**src/rtl/sub_bytes_sequencer.sv**
```systemverilog
// Runs AES SubBytes over a 128-bit state through one shared byte-wide S-box.
// Optional SUBBYTES_SEQ_PERF_EN adds handshake and stall counters.
module sub_bytes_sequencer #(
    parameter int SBOX_LATENCY = 1
) (
    input  logic         clk,
    input  logic         rst,
    input  logic         in_valid,
    output logic         in_ready,
    input  logic [127:0] state_in,
    output logic         out_valid,
    input  logic         out_ready,
    output logic [127:0] state_out,
    output logic [7:0]   sbox_in,
    input  logic [7:0]   sbox_out,
`ifdef SUBBYTES_SEQ_PERF_EN
    output logic [15:0]  perf_blocks,
    output logic [15:0]  perf_stall,
`endif
    output logic         busy
);

    typedef enum logic [1:0] {
        ST_IDLE  = 2'd0,
        ST_FEED  = 2'd1,
        ST_DRAIN = 2'd2,
        ST_DONE  = 2'd3
    } state_e;

    state_e                  state_q, state_d;
    logic [127:0]            in_buf_q, in_buf_d;
    logic [127:0]            res_q, res_d;
    logic [4:0]              iss_q, iss_d;
    logic [4:0]              cap_q, cap_d;
    logic [7:0]              sbox_in_q, sbox_in_d;
    logic [SBOX_LATENCY-1:0] dl_q, dl_d;
    logic                    in_ready_q, in_ready_d;
    logic                    out_valid_q, out_valid_d;
    logic                    busy_q, busy_d;

    logic                    feed_s;
    logic                    cap_fire_s;
    logic                    last_cap_s;
    logic                    out_hs_s;
    logic [6:0]              cap_sh_s;

    // Byte 0 is the MSB byte, so byte idx sits (15-idx)*8 bits above the LSB.
    function automatic logic [6:0] byte_shift(input logic [3:0] idx);
        return {4'd15 - idx, 3'b000};
    endfunction

    function automatic logic [7:0] get_byte(input logic [127:0] s, input logic [3:0] idx);
        logic [127:0] t;
        t = s >> byte_shift(idx);
        return t[7:0];
    endfunction

    assign feed_s     = (state_q == ST_FEED);
    assign cap_fire_s = dl_q[SBOX_LATENCY-1] && (cap_q != 5'd16);
    assign last_cap_s = cap_fire_s && (cap_q == 5'd15);
    assign out_hs_s   = (state_q == ST_DONE) && out_ready;
    assign cap_sh_s   = byte_shift(cap_q[3:0]);

    // Delay line: one valid bit per issued byte, aligned with the S-box latency.
    if (SBOX_LATENCY == 1) begin : g_dl_single
        assign dl_d = feed_s;
    end else begin : g_dl_multi
        assign dl_d = {dl_q[SBOX_LATENCY-2:0], feed_s};
    end

    // Next-state, capture and output-register logic.
    always_comb begin
        state_d     = state_q;
        in_buf_d    = in_buf_q;
        res_d       = res_q;
        iss_d       = iss_q;
        cap_d       = cap_q;
        sbox_in_d   = sbox_in_q;
        in_ready_d  = in_ready_q;
        out_valid_d = out_valid_q;
        busy_d      = busy_q;

        if (cap_fire_s) begin
            res_d = (res_q & ~(128'hFF << cap_sh_s)) | ({120'd0, sbox_out} << cap_sh_s);
            cap_d = cap_q + 5'd1;
        end else begin
            res_d = res_q;
        end

        case (state_q)
            ST_IDLE: begin
                if (in_valid) begin
                    state_d    = ST_FEED;
                    in_buf_d   = state_in;
                    iss_d      = 5'd0;
                    cap_d      = 5'd0;
                    sbox_in_d  = state_in[127:120];
                    in_ready_d = 1'b0;
                    busy_d     = 1'b1;
                end else begin
                    state_d = ST_IDLE;
                end
            end
            ST_FEED: begin
                if (iss_q == 5'd15) begin
                    state_d = ST_DRAIN;
                end else begin
                    iss_d     = iss_q + 5'd1;
                    sbox_in_d = get_byte(in_buf_q, iss_q[3:0] + 4'd1);
                end
            end
            ST_DRAIN: begin
                if (last_cap_s || (cap_q == 5'd16)) begin
                    state_d     = ST_DONE;
                    out_valid_d = 1'b1;
                    busy_d      = 1'b0;
                end else begin
                    state_d = ST_DRAIN;
                end
            end
            ST_DONE: begin
                if (out_ready) begin
                    state_d     = ST_IDLE;
                    out_valid_d = 1'b0;
                    in_ready_d  = 1'b1;
                end else begin
                    state_d = ST_DONE;
                end
            end
            default: begin
                state_d     = ST_IDLE;
                in_ready_d  = 1'b1;
                out_valid_d = 1'b0;
                busy_d      = 1'b0;
            end
        endcase
    end

    // State and datapath registers with synchronous reset.
    always_ff @(posedge clk) begin
        if (rst) begin
            state_q     <= ST_IDLE;
            in_buf_q    <= 128'd0;
            res_q       <= 128'd0;
            iss_q       <= 5'd0;
            cap_q       <= 5'd0;
            sbox_in_q   <= 8'h00;
            dl_q        <= '0;
            in_ready_q  <= 1'b1;
            out_valid_q <= 1'b0;
            busy_q      <= 1'b0;
        end else begin
            state_q     <= state_d;
            in_buf_q    <= in_buf_d;
            res_q       <= res_d;
            iss_q       <= iss_d;
            cap_q       <= cap_d;
            sbox_in_q   <= sbox_in_d;
            dl_q        <= dl_d;
            in_ready_q  <= in_ready_d;
            out_valid_q <= out_valid_d;
            busy_q      <= busy_d;
        end
    end

    assign in_ready  = in_ready_q;
    assign out_valid = out_valid_q;
    assign state_out = res_q;
    assign sbox_in   = sbox_in_q;
    assign busy      = busy_q;

`ifdef SUBBYTES_SEQ_PERF_EN
    logic [15:0] perf_blocks_q, perf_blocks_d;
    logic [15:0] perf_stall_q, perf_stall_d;

    // Block count wraps; stall count saturates.
    always_comb begin
        perf_blocks_d = perf_blocks_q;
        perf_stall_d  = perf_stall_q;
        if (out_hs_s) begin
            perf_blocks_d = perf_blocks_q + 16'd1;
        end else begin
            perf_blocks_d = perf_blocks_q;
        end
        if ((state_q == ST_DONE) && !out_ready && (perf_stall_q != 16'hFFFF)) begin
            perf_stall_d = perf_stall_q + 16'd1;
        end else begin
            perf_stall_d = perf_stall_q;
        end
    end

    // Performance counter registers.
    always_ff @(posedge clk) begin
        if (rst) begin
            perf_blocks_q <= 16'd0;
            perf_stall_q  <= 16'd0;
        end else begin
            perf_blocks_q <= perf_blocks_d;
            perf_stall_q  <= perf_stall_d;
        end
    end

    assign perf_blocks = perf_blocks_q;
    assign perf_stall  = perf_stall_q;
`else
    logic unused_hs_s;
    assign unused_hs_s = out_hs_s;
`endif

endmodule

```
**config.mk**
```make
export PLATFORM = sky130hd
export DESIGN_NAME = sub_bytes_sequencer
export DESIGN_NICKNAME = d
export VERILOG_FILES = /design/src/rtl/sub_bytes_sequencer.sv
export SDC_FILE = /design/constraint.sdc
export NUM_CORES = 1
export LEC_CHECK = 0
export CORE_UTILIZATION = 40
export DETAILED_ROUTE_END_ITERATION = 12
export HOLD_SLACK_MARGIN = 0.15
export PLACE_DENSITY = 0.78
export SLEW_MARGIN = 20
export SYNTH_ARGS = -nofsm -noshare
export SYNTH_HDL_FRONTEND = slang
export SYNTH_SLANG_ARGS = --single-unit
```
**constraint.sdc**
```tcl
create_clock -name clk -period 2.4 [get_ports clk]
set_input_delay 0.24 -clock clk [delete_from_list [all_inputs] [get_ports clk]]
set_output_delay 0.24 -clock clk [all_outputs]
set_load 0.02 [all_outputs]
```
Word level (Yosys, flattened, before mapping) --
Cells that the tools add are included.
Operators by class: bitwise gates (word level) 3, shift-type cells 3, $add $sub $neg 5, eq/ne operators 12, multiplexer cells 23, reductions and logical operators 13
Operators with widths (number):
- $and 128x128->128 | 1
- $not 128->128 | 1
- $or 128x128->128 | 1
- $shl 8x7->128 | 1
- $shl 8x7->128 const A | 1
- $shr 128x7->8 | 1
- $mux 5 | 5
- $mux 8 | 2
- $pmux 8 s2 | 1
- $reduce_and 3->1 | 4
- $add 5x1->5 const B | 2
- $eq 5x4->1 const B | 2
- $pmux 5 s2 | 1
- $mux 1 | 8
- $ne 2x2->1 const B | 4
- $pmux 2 s4 | 1
- $reduce_bool 2->1 | 4
- $sub 4x4->4 const A | 2
- $pmux 1 s2 | 3
- $eq 5x5->1 const B | 1
- $ne 5x5->1 const B | 1
- $add 4x1->4 const B | 1
- $eq 2x2->1 const B | 2
- $mux 2 | 2
- other kinds (6) | 7
Word-level totals: logic and storage cells 69, register bits 280, bits of input ports 140

Depth between registers and ports, before layout --
depth in word-level cells 6, mapped depth 9

Worst setup path before layout --
No wires, ideal clock.
path kind flip-flop to flip-flop, start register cap_q[0], end register res_q[120] (netlist: state_out[120]), data arrival time 2.108 ns, cell stages (with the launch flop) 9, required time 2.335 ns, path slack 0.227 ns, buffers on the path 2, path through dfxtp_1 > clkbuf_1 > inv_1 > ha_1 > and4bb_2 > nor4_4 > buf_2 > a22oi_1 > nor2_1
On the way: cells in the longest elaborated chain, start to end 5, elaborated cells on any way between the ends 8, classes of those cells add/sub: 1; eq/ne: 1; shift: 2; bitwise: 3; reduce/logical: 1
Ends and longest elaborated chain:
- start: declaration | line 34 | logic [4:0] cap_q, cap_d;
- start signal: assignment | line 157 | cap_q <= cap_d;
- $sub 4x4->4 | line 49 | return {4'd15 - idx, 3'b000};
- $shl 8x7->128 | line 84 | res_d = (res_q & ~(128'hFF << cap_sh_s)) | ({120'd0, sbox_out} << cap_sh_s);
- $not 128->128 | line 84
- $and 128x128->128 | line 84
- $or 128x128->128 | line 84
- end signal: assignment | line 155 | res_q <= res_d;
- end: declaration | line 32 | logic [127:0] res_q, res_d;
Parallel ways exist; a longest one is shown, timed or not. A chain may end at the register's enable or synchronous reset.

Final worst setup path --
start register iss_q[1], end register sbox_in_q[2] (netlist: sbox_in[2])
On the way: cells in the longest elaborated chain, start to end 5, elaborated cells on any way between the ends 8, classes of those cells add/sub: 2; eq/ne: 2; shift: 1; mux: 2; reduce/logical: 1
Ends and longest elaborated chain:
- start: declaration | line 33 | logic [4:0] iss_q, iss_d;
- start signal: assignment | line 156 | iss_q <= iss_d;
- $add 4x1->4 | line 109 | sbox_in_d = get_byte(in_buf_q, iss_q[3:0] + 4'd1);
- $sub 4x4->4 | line 49
- $shr 128x7->8 | line 54 | t = s >> byte_shift(idx);
- $mux 8 | line 105 | if (iss_q == 5'd15) begin
- $pmux 8 s2 | line 90 | case (state_q)
- end signal: assignment | line 158 | sbox_in_q <= sbox_in_d;
- end: declaration | line 35 | logic [7:0] sbox_in_q, sbox_in_d;
Parallel ways exist; a longest one is shown, timed or not. The select of a mux whose other input is x is not followed.

==> out/results.tsv <==
stage	metric	value	unit
run_status	outcome	complete, no violations	
clock_tree	numCtsBuffers	30	
cells_and_area	final_common_cell	sky130_fd_sc_hd__dfxtp_1	
cells_and_area	multi_input_area	0.005065	mm2
route	ant_nets	0	
power	vdd_drop_max	0.0004835	V
logic_synthesis	syn-mean-instance-area	9.012	um2
cells_and_area	postLayoutCellArea	0.01528	mm2
cells_and_area	mostFrequentLayoutCells	279 x sky130_fd_sc_hd__dfxtp_1, 277 x sky130_fd_sc_hd__clkdlybuf4s50_1, 274 x sky130_fd_sc_hd__nand2_1, 158 x sky130_fd_sc_hd__a21oi_1, 146 x sky130_fd_sc_hd__nor2_1	
route	dr.pass1.iters	6	
timing	timing.clock.skew	10.17	ps
logic_synthesis	netlist_area	0.01120	mm2
logic_synthesis	synth_seq_cells	280	
timing	worst-slew-pin-transition	784.3	ps
power	p_total	0.01077	W
logic_synthesis	synth.yosys.seq_area_share	50.04	%
global_routing	groute.usage.overall	22.96	%
timing	worst_slew_margin_rel	47.71	%
cells_and_area	flow.area_growth_from_synthesis	36.42	%
clock_tree	clock_tree.root_cell	sky130_fd_sc_hd__clkbuf_16	
timing	final.setup.tns	0	ps
power	total_switching_power	0.002541	W
logic_synthesis	number_of_nets_produced_by_synthesis	1392	
power	power_leakage	5.555	nW
setup_path	worst_path_dominant_cell_family	multiplexers	
worst_hold_path	worst_hold_path_type	primary input to flop	
flow_run	max_capacitance_violation_count	0	
timing	hold_violations	0	
logic_synthesis	syn-instance-count	1243	
setup_path	timing.critical_path.from_type	flop	
power	power_density	704.9	mW/mm2
clock_tree	cts_max_path_buffers	3	
setup_path	crit_arrival	2620	ps
placement	place_hpwl	23690	um
setup_path	worst-endpoint-required	2820	ps
cells_and_area	n_antenna_cell	0	
route	route.detailed.vias_per_inst	5.346	
clock_tree	worstSkewPairLatency	540	ps
floorplanning	die-height	169.3	um
setup_path	critical_path.n_buffers_inverters	1	
power	power.sequential.fraction	45.8	%
cells_and_area	final.fill_count	2377	
floorplanning	design.die.area	0.02868	mm2
placement	placed_cell_area	0.01425	mm2
global_routing	grt_max_degree	179	
setup_path	timing.setup.critical_path_class	flop to flop	
route	drt_iter0_markers	774	
cells_and_area	design.final.nets	1631	
floorplanning	ports	279	
logic_synthesis	synth_largest_type_area_fraction	50.04	%
global_routing	grt_antenna_before_repair	0	
timing	finalMaxSlewViolations	0	
cells_and_area	regArea	0.005607	mm2
floorplanning	start_util	41.22	%
setup_path	end_kind	flop	
cells_and_area	final_layout_size_suffix_gt1_share	8.184	%
logic_synthesis	synth_edf_count	0	
global_routing	grt_overflow	0	
logic_synthesis	synth_area_leaders	sky130_fd_sc_hd__dfxtp_1 50%, sky130_fd_sc_hd__nand2_1 9.2%, sky130_fd_sc_hd__a22oi_1 8.6%	
placement	io_buffers	278	
logic_synthesis	dominant_synthesized_flop_cell	sky130_fd_sc_hd__dfxtp_1	
global_routing	grt_pass1_wl	52050	um
logic_synthesis	async_reset_ff_share	0	%
floorplanning	std_cell_rows	60	
clock_tree	clock_tree_from_tritoncts	yes	
logic_synthesis	synth_warnings	0	
route	wl_per_cell	18.07	um
setup_path	worst_path_largest_cell_delay	510	ps
timing	timing.final.crit_share	91.70	%
power	clock_power_share	43.7	%
timing	finalSetupViolCount	0	
setup_path	critical-path-slowest-cell	sky130_fd_sc_hd__mux4_2	
power	combinationalPowerShare	10.4	%
logic_synthesis	synthDistinctLibCells	55	
floorplanning	design.core.area	0.02718	mm2
global_routing	grt_pass1_vias	9617	
timing	period_needed	2201	ps
clock_tree	cts-htree-levels	1	
logic_synthesis	synth.largest_area_cell	sky130_fd_sc_hd__dfxtp_1	
setup_path	critical_path.max_fanout	32	
placement	globalplace.congestion	0.8716	
route	dr_total_vias	10020	
setup_path	crit_path_cell_trace	ha_1 -> buf_12 -> mux4_2 -> mux2i_1 -> nor4_1 -> a21oi_1 -> o41ai_1	
clock_tree	clk_pin_slew_worst_paths	60	ps
route	drt-total-wl	33870	um
clock_tree	clock-sinks	280	
power	power_switching_share	23.59	%
timing	unrepaired_setup_endpoints_after_global_routing	no	
power	power.internal	0.008231	W
timing	clock.fmax	454.4	MHz
floorplanning	die_width	169.3	um
route	route.detailed.drc	0	
cell type report:
type                            count  area share, %
Timing Repair Buffer              313          20.38
Multi-Input combinational cell    851          33.14
Sequential cell                   280          36.69
Clock buffer                       41          5.518
Clock inverter                     12          1.081
Tap cell                          372          3.046
Inverter                            6         0.1474
path summary, 6_finish.rpt:
check	to	depth (start not counted)	slack [ps]	startpoint
setup / recovery	sbox_in[2]$_SDFFE_PP0P_	7	200	iss_q[1]$_SDFFE_PP0P_
hold / removal	in_buf_q[92]$_SDFFE_PP0P_	3	240	state_in[92]
setup reg to reg	sbox_in[2]$_SDFFE_PP0P_	7	200	iss_q[1]$_SDFFE_PP0P_
hold reg to reg	in_buf_q[86]$_SDFFE_PP0P_	2	450	in_buf_q[86]$_SDFFE_PP0P_
cell families after synthesis:
family | count (synthesis) | synth area share, %
xor gates and xnor gates | 5 | 0.6256
AOI/OAI and AO/OA | 303 | 16.98
adders and majority gates | 9 | 1.005
and+or+nand+nor | 492 | 18.55
DFF | 280 | 50.04
muxes | 42 | 7.841
buffers and inverters | 112 | 4.959
routing by layer:
layer / wire length, um / GRT usage (%)
met5: 0 / 0
met1: 14090 / 30.40
met4: 1466 / 9.636
met2: 15930 / 37.81
met3: 2396 / 2.938
power groups by stage:
stage / clock, W / sequential [W] / combinational, W
2_1_floorplan: 0 / 0.00502 / 0.000636
3_5_place_dp: 0 / 0.00504 / 0.00112
4_1_cts: 0.00479 / 0.00494 / 0.00113
3_3_place_gp: 0 / 0.00503 / 0.00110
6_report: 0.00471 / 0.00494 / 0.00113
5_1_grt: 0.00497 / 0.00495 / 0.00122
tightest hold or removal path: stages:
cell and delay [ps]:
sky130_fd_sc_hd__clkdlybuf4s50_1 390, sky130_fd_sc_hd__nand2_1 60, sky130_fd_sc_hd__a21oi_1 50
registers in the layout, indices dropped and copies added (netlist names):
name       count
dl_q           1
in_buf_q     128
in_ready       1
out_valid      1
sbox_in        8
cap_q          5
busy           1
state_out    128
iss_q          5
state_q        2
what timing repair did:
action                                  in CTS  in global routing
resized for setup                            0                  2
hold buffers                                 1                  0
setup buffers                                0                  0
endpoints found under the hold margin       34                  0
endpoints found under the setup margin       0                  9
per-stage QoR:
| stage | util [%] | setup WS [ps] | hold WS (ps) | instances |
|---|---|---|---|---|
| floorplan | - | 226.8 | 376.0 | 1243 |
| global placement | 52.45 | 145.5 | 437.6 | 1821 |
| detailed placement | 52.45 | 55.75 | 443.8 | 1821 |
| CTS | 56.20 | 36.64 | 225.4 | 1875 |
| finish | 56.23 | 199.1 | 244.3 | 1875 |
| global route | 56.23 | 49.27 | 239.7 | 1875 |
synthesized netlist by cell type (2+ instances only):
cell type,number
sky130_fd_sc_hd__dfxtp_1,280
sky130_fd_sc_hd__nand2_1,274
sky130_fd_sc_hd__a21oi_1,158
sky130_fd_sc_hd__nor2_1,146
sky130_fd_sc_hd__a22oi_1,129
sky130_fd_sc_hd__clkbuf_1,57
sky130_fd_sc_hd__buf_2,34
sky130_fd_sc_hd__mux4_2,17
sky130_fd_sc_hd__mux4_1,15
sky130_fd_sc_hd__nor3_1,12
sky130_fd_sc_hd__nor2b_1,11
sky130_fd_sc_hd__ha_1,9
sky130_fd_sc_hd__mux2i_1,9
sky130_fd_sc_hd__nand2b_1,9
sky130_fd_sc_hd__nor4_1,7
sky130_fd_sc_hd__and2_0,6
sky130_fd_sc_hd__nor3_2,6
sky130_fd_sc_hd__o41ai_1,6
sky130_fd_sc_hd__inv_1,5
sky130_fd_sc_hd__buf_1,4
sky130_fd_sc_hd__buf_6,4
sky130_fd_sc_hd__and2_1,3
sky130_fd_sc_hd__nand3_1,3
sky130_fd_sc_hd__a31oi_1,2
sky130_fd_sc_hd__buf_12,2
sky130_fd_sc_hd__buf_4,2
sky130_fd_sc_hd__nand3b_1,2
sky130_fd_sc_hd__nor3b_1,2
sky130_fd_sc_hd__or2_2,2
sky130_fd_sc_hd__xnor2_1,2
No activity file was read; power rests on OpenSTA's default activity.
==> variant (same settings) <==
Add a define of `SUBBYTES_SEQ_PERF_EN`.
--- a/src/rtl/sub_bytes_sequencer.sv
+++ b/src/rtl/sub_bytes_sequencer.sv
@@ -1,4 +1,6 @@
 // Runs AES SubBytes over a 128-bit state through one shared byte-wide S-box.
 // Optional SUBBYTES_SEQ_PERF_EN adds handshake and stall counters.
+`define SUBBYTES_SEQ_PERF_EN
+
 module sub_bytes_sequencer #(
     parameter int SBOX_LATENCY = 1
Behaviour (old outputs only; new: perf_blocks and perf_stall): unchanged (Yosys induction, for registers that start in step).
==> variant against the unedited design <==
Synthesized area increased by 11%; first-iteration DRC count is 18% higher; worst setup slack improved by 0.021 ns; via count is 16% higher; routed wire length rose by 13%; sequential cell count is 32 higher; non-clock buffer count is 39 higher; cell area rose by 13%; total power grew 14%.
==> variant: results (changes against the unedited design) <==
| Metric | Value |
|---|---|
| Run status | `finished, final reports clean` |
| Inverters, non-clock | `10 (+4)` |
| #MultiIn Comb | `991 (+16%)` |
| Multi-input gate area | `5734 µm² (+13%)` |
| Post-DP HPWL | `26,590 µm (+12%)` |
| WL final | `38,220 µm (+13%)` |
| Signal buf overhead | `0.2019 (-0.001890)` |
| Cell family with most CP delay | `simple AND/OR/NAND/NOR gates` |
| H-tree Lvls | `2 (+1)` |
| Placement Setup Slack | `0.1409 ns (+0.08518 ns)` |
| Slew of the pin with the lowest slew margin | `0.9848 ns (+0.2005 ns)` |
| Total track usage | `0.2321 (+0.002537)` |
| Post-Syn Instances | `1,424 (+15%)` |
| Post-place instance area | `15,980 µm² (+12%)` |
| Max incr delay on CP | `0.45 ns (-0.06 ns)` |
| Synth top area cells | `dfxtp_1 (50%), nand2_1 (8.9%), a22oi_1 (7.8%)` |
| Detailed Route Iter0 Violations | `912 (+18%)` |
| Buffers, non-clock | `352 (+12%)` |
| Routed length on met3 | `2564 µm (+7.0%)` |
| CP Max Fanout | `7 (-78%)` |
| CP max-delay cell | `nor3b_1` |
| Share of post-route cells with drive strength above 1 | `0.08183 (about the same)` |
| Seq. cell area | `6246 µm² (+11%)` |
| Wirelength per Cell | `18.03 µm (-0.20%)` |
| Placed Cells | `2,061 (+13%)` |
| CORE AREA | `30,590 µm² (+13%)` |
| Largest net degree at the start of global routing | `83 (-54%)` |
| Met2 WL | `17,620 µm (+11%)` |
| Grt met3 use | `0.04241 (+0.01303)` |
| Max IR drop VDD | `0.4291 mV (-11%)` |
| Worst Clk Skew | `0.03144 ns (+0.02127 ns)` |
| Inserted Clock Buffers | `34 (+13%)` |
| Clock Latency Late Sink | `0.52 ns (-0.02 ns)` |
| GP Congestion | `0.8433 (-3.2%)` |
| Met1 Track Usage GR | `0.3087 (+0.004683)` |
| Antenna diode count | `1 (+1)` |
| Compound-gate portion of the synthesized area | `0.1632 (-0.006557)` |
| Most frequent cells after synthesis | `dfxtp_1 (312), nand2_1 (295), nor2_1 (174), a21oi_1 (148), a22oi_1 (129)` |
| Register area share after synthesis | `0.5014 (+0.001015)` |
| Crit path DAT | `2.57 ns (-0.05 ns)` |
| Leakage | `6.152 nW (+11%)` |
| Vias in the first global route | `10,810 (+12%)` |
| Post-synthesis adder-cell area fraction | `0.01105 (+0.0009961)` |
| Met1 Wirelength | `16,370 µm (+16%)` |
| Area growth, synth to finish | `38.06%` |
variant: path summary, 6_finish.rpt:
kind | from | to | slack [ns] | depth (start not counted)
worst max-delay path | iss_q[0] | iss_q[3] | 0.22 | 8
worst min-delay path | rst | iss_q[4] | 0.26 | 2
worst max register to register | iss_q[0] | iss_q[3] | 0.22 | 8
worst min register to register | in_buf_q[57] | in_buf_q[57] | 0.45 | 2
variant: power by group through the flow:
stage / Clock (W) / Combinational [W] / Sequential [W]
after detailed placement: 0 / 0.00116 / 0.00558
after floorplan: 0 / 0.000619 / 0.00557
after CTS: 0.00572 / 0.00116 / 0.00546
after global placement: 0 / 0.00114 / 0.00557
final: 0.00563 / 0.00117 / 0.00546
after global routing: 0.00595 / 0.00126 / 0.00548
variant: timing repair:
| action | in CTS | in global routing |
|---|---|---|
| hold buffers | 0 | 0 |
| resized for setup | 0 | 1 |
| setup endpoints to repair | 0 | 8 |
| setup buffers | 0 | 0 |
| endpoints found under the hold margin | 0 | 0 |
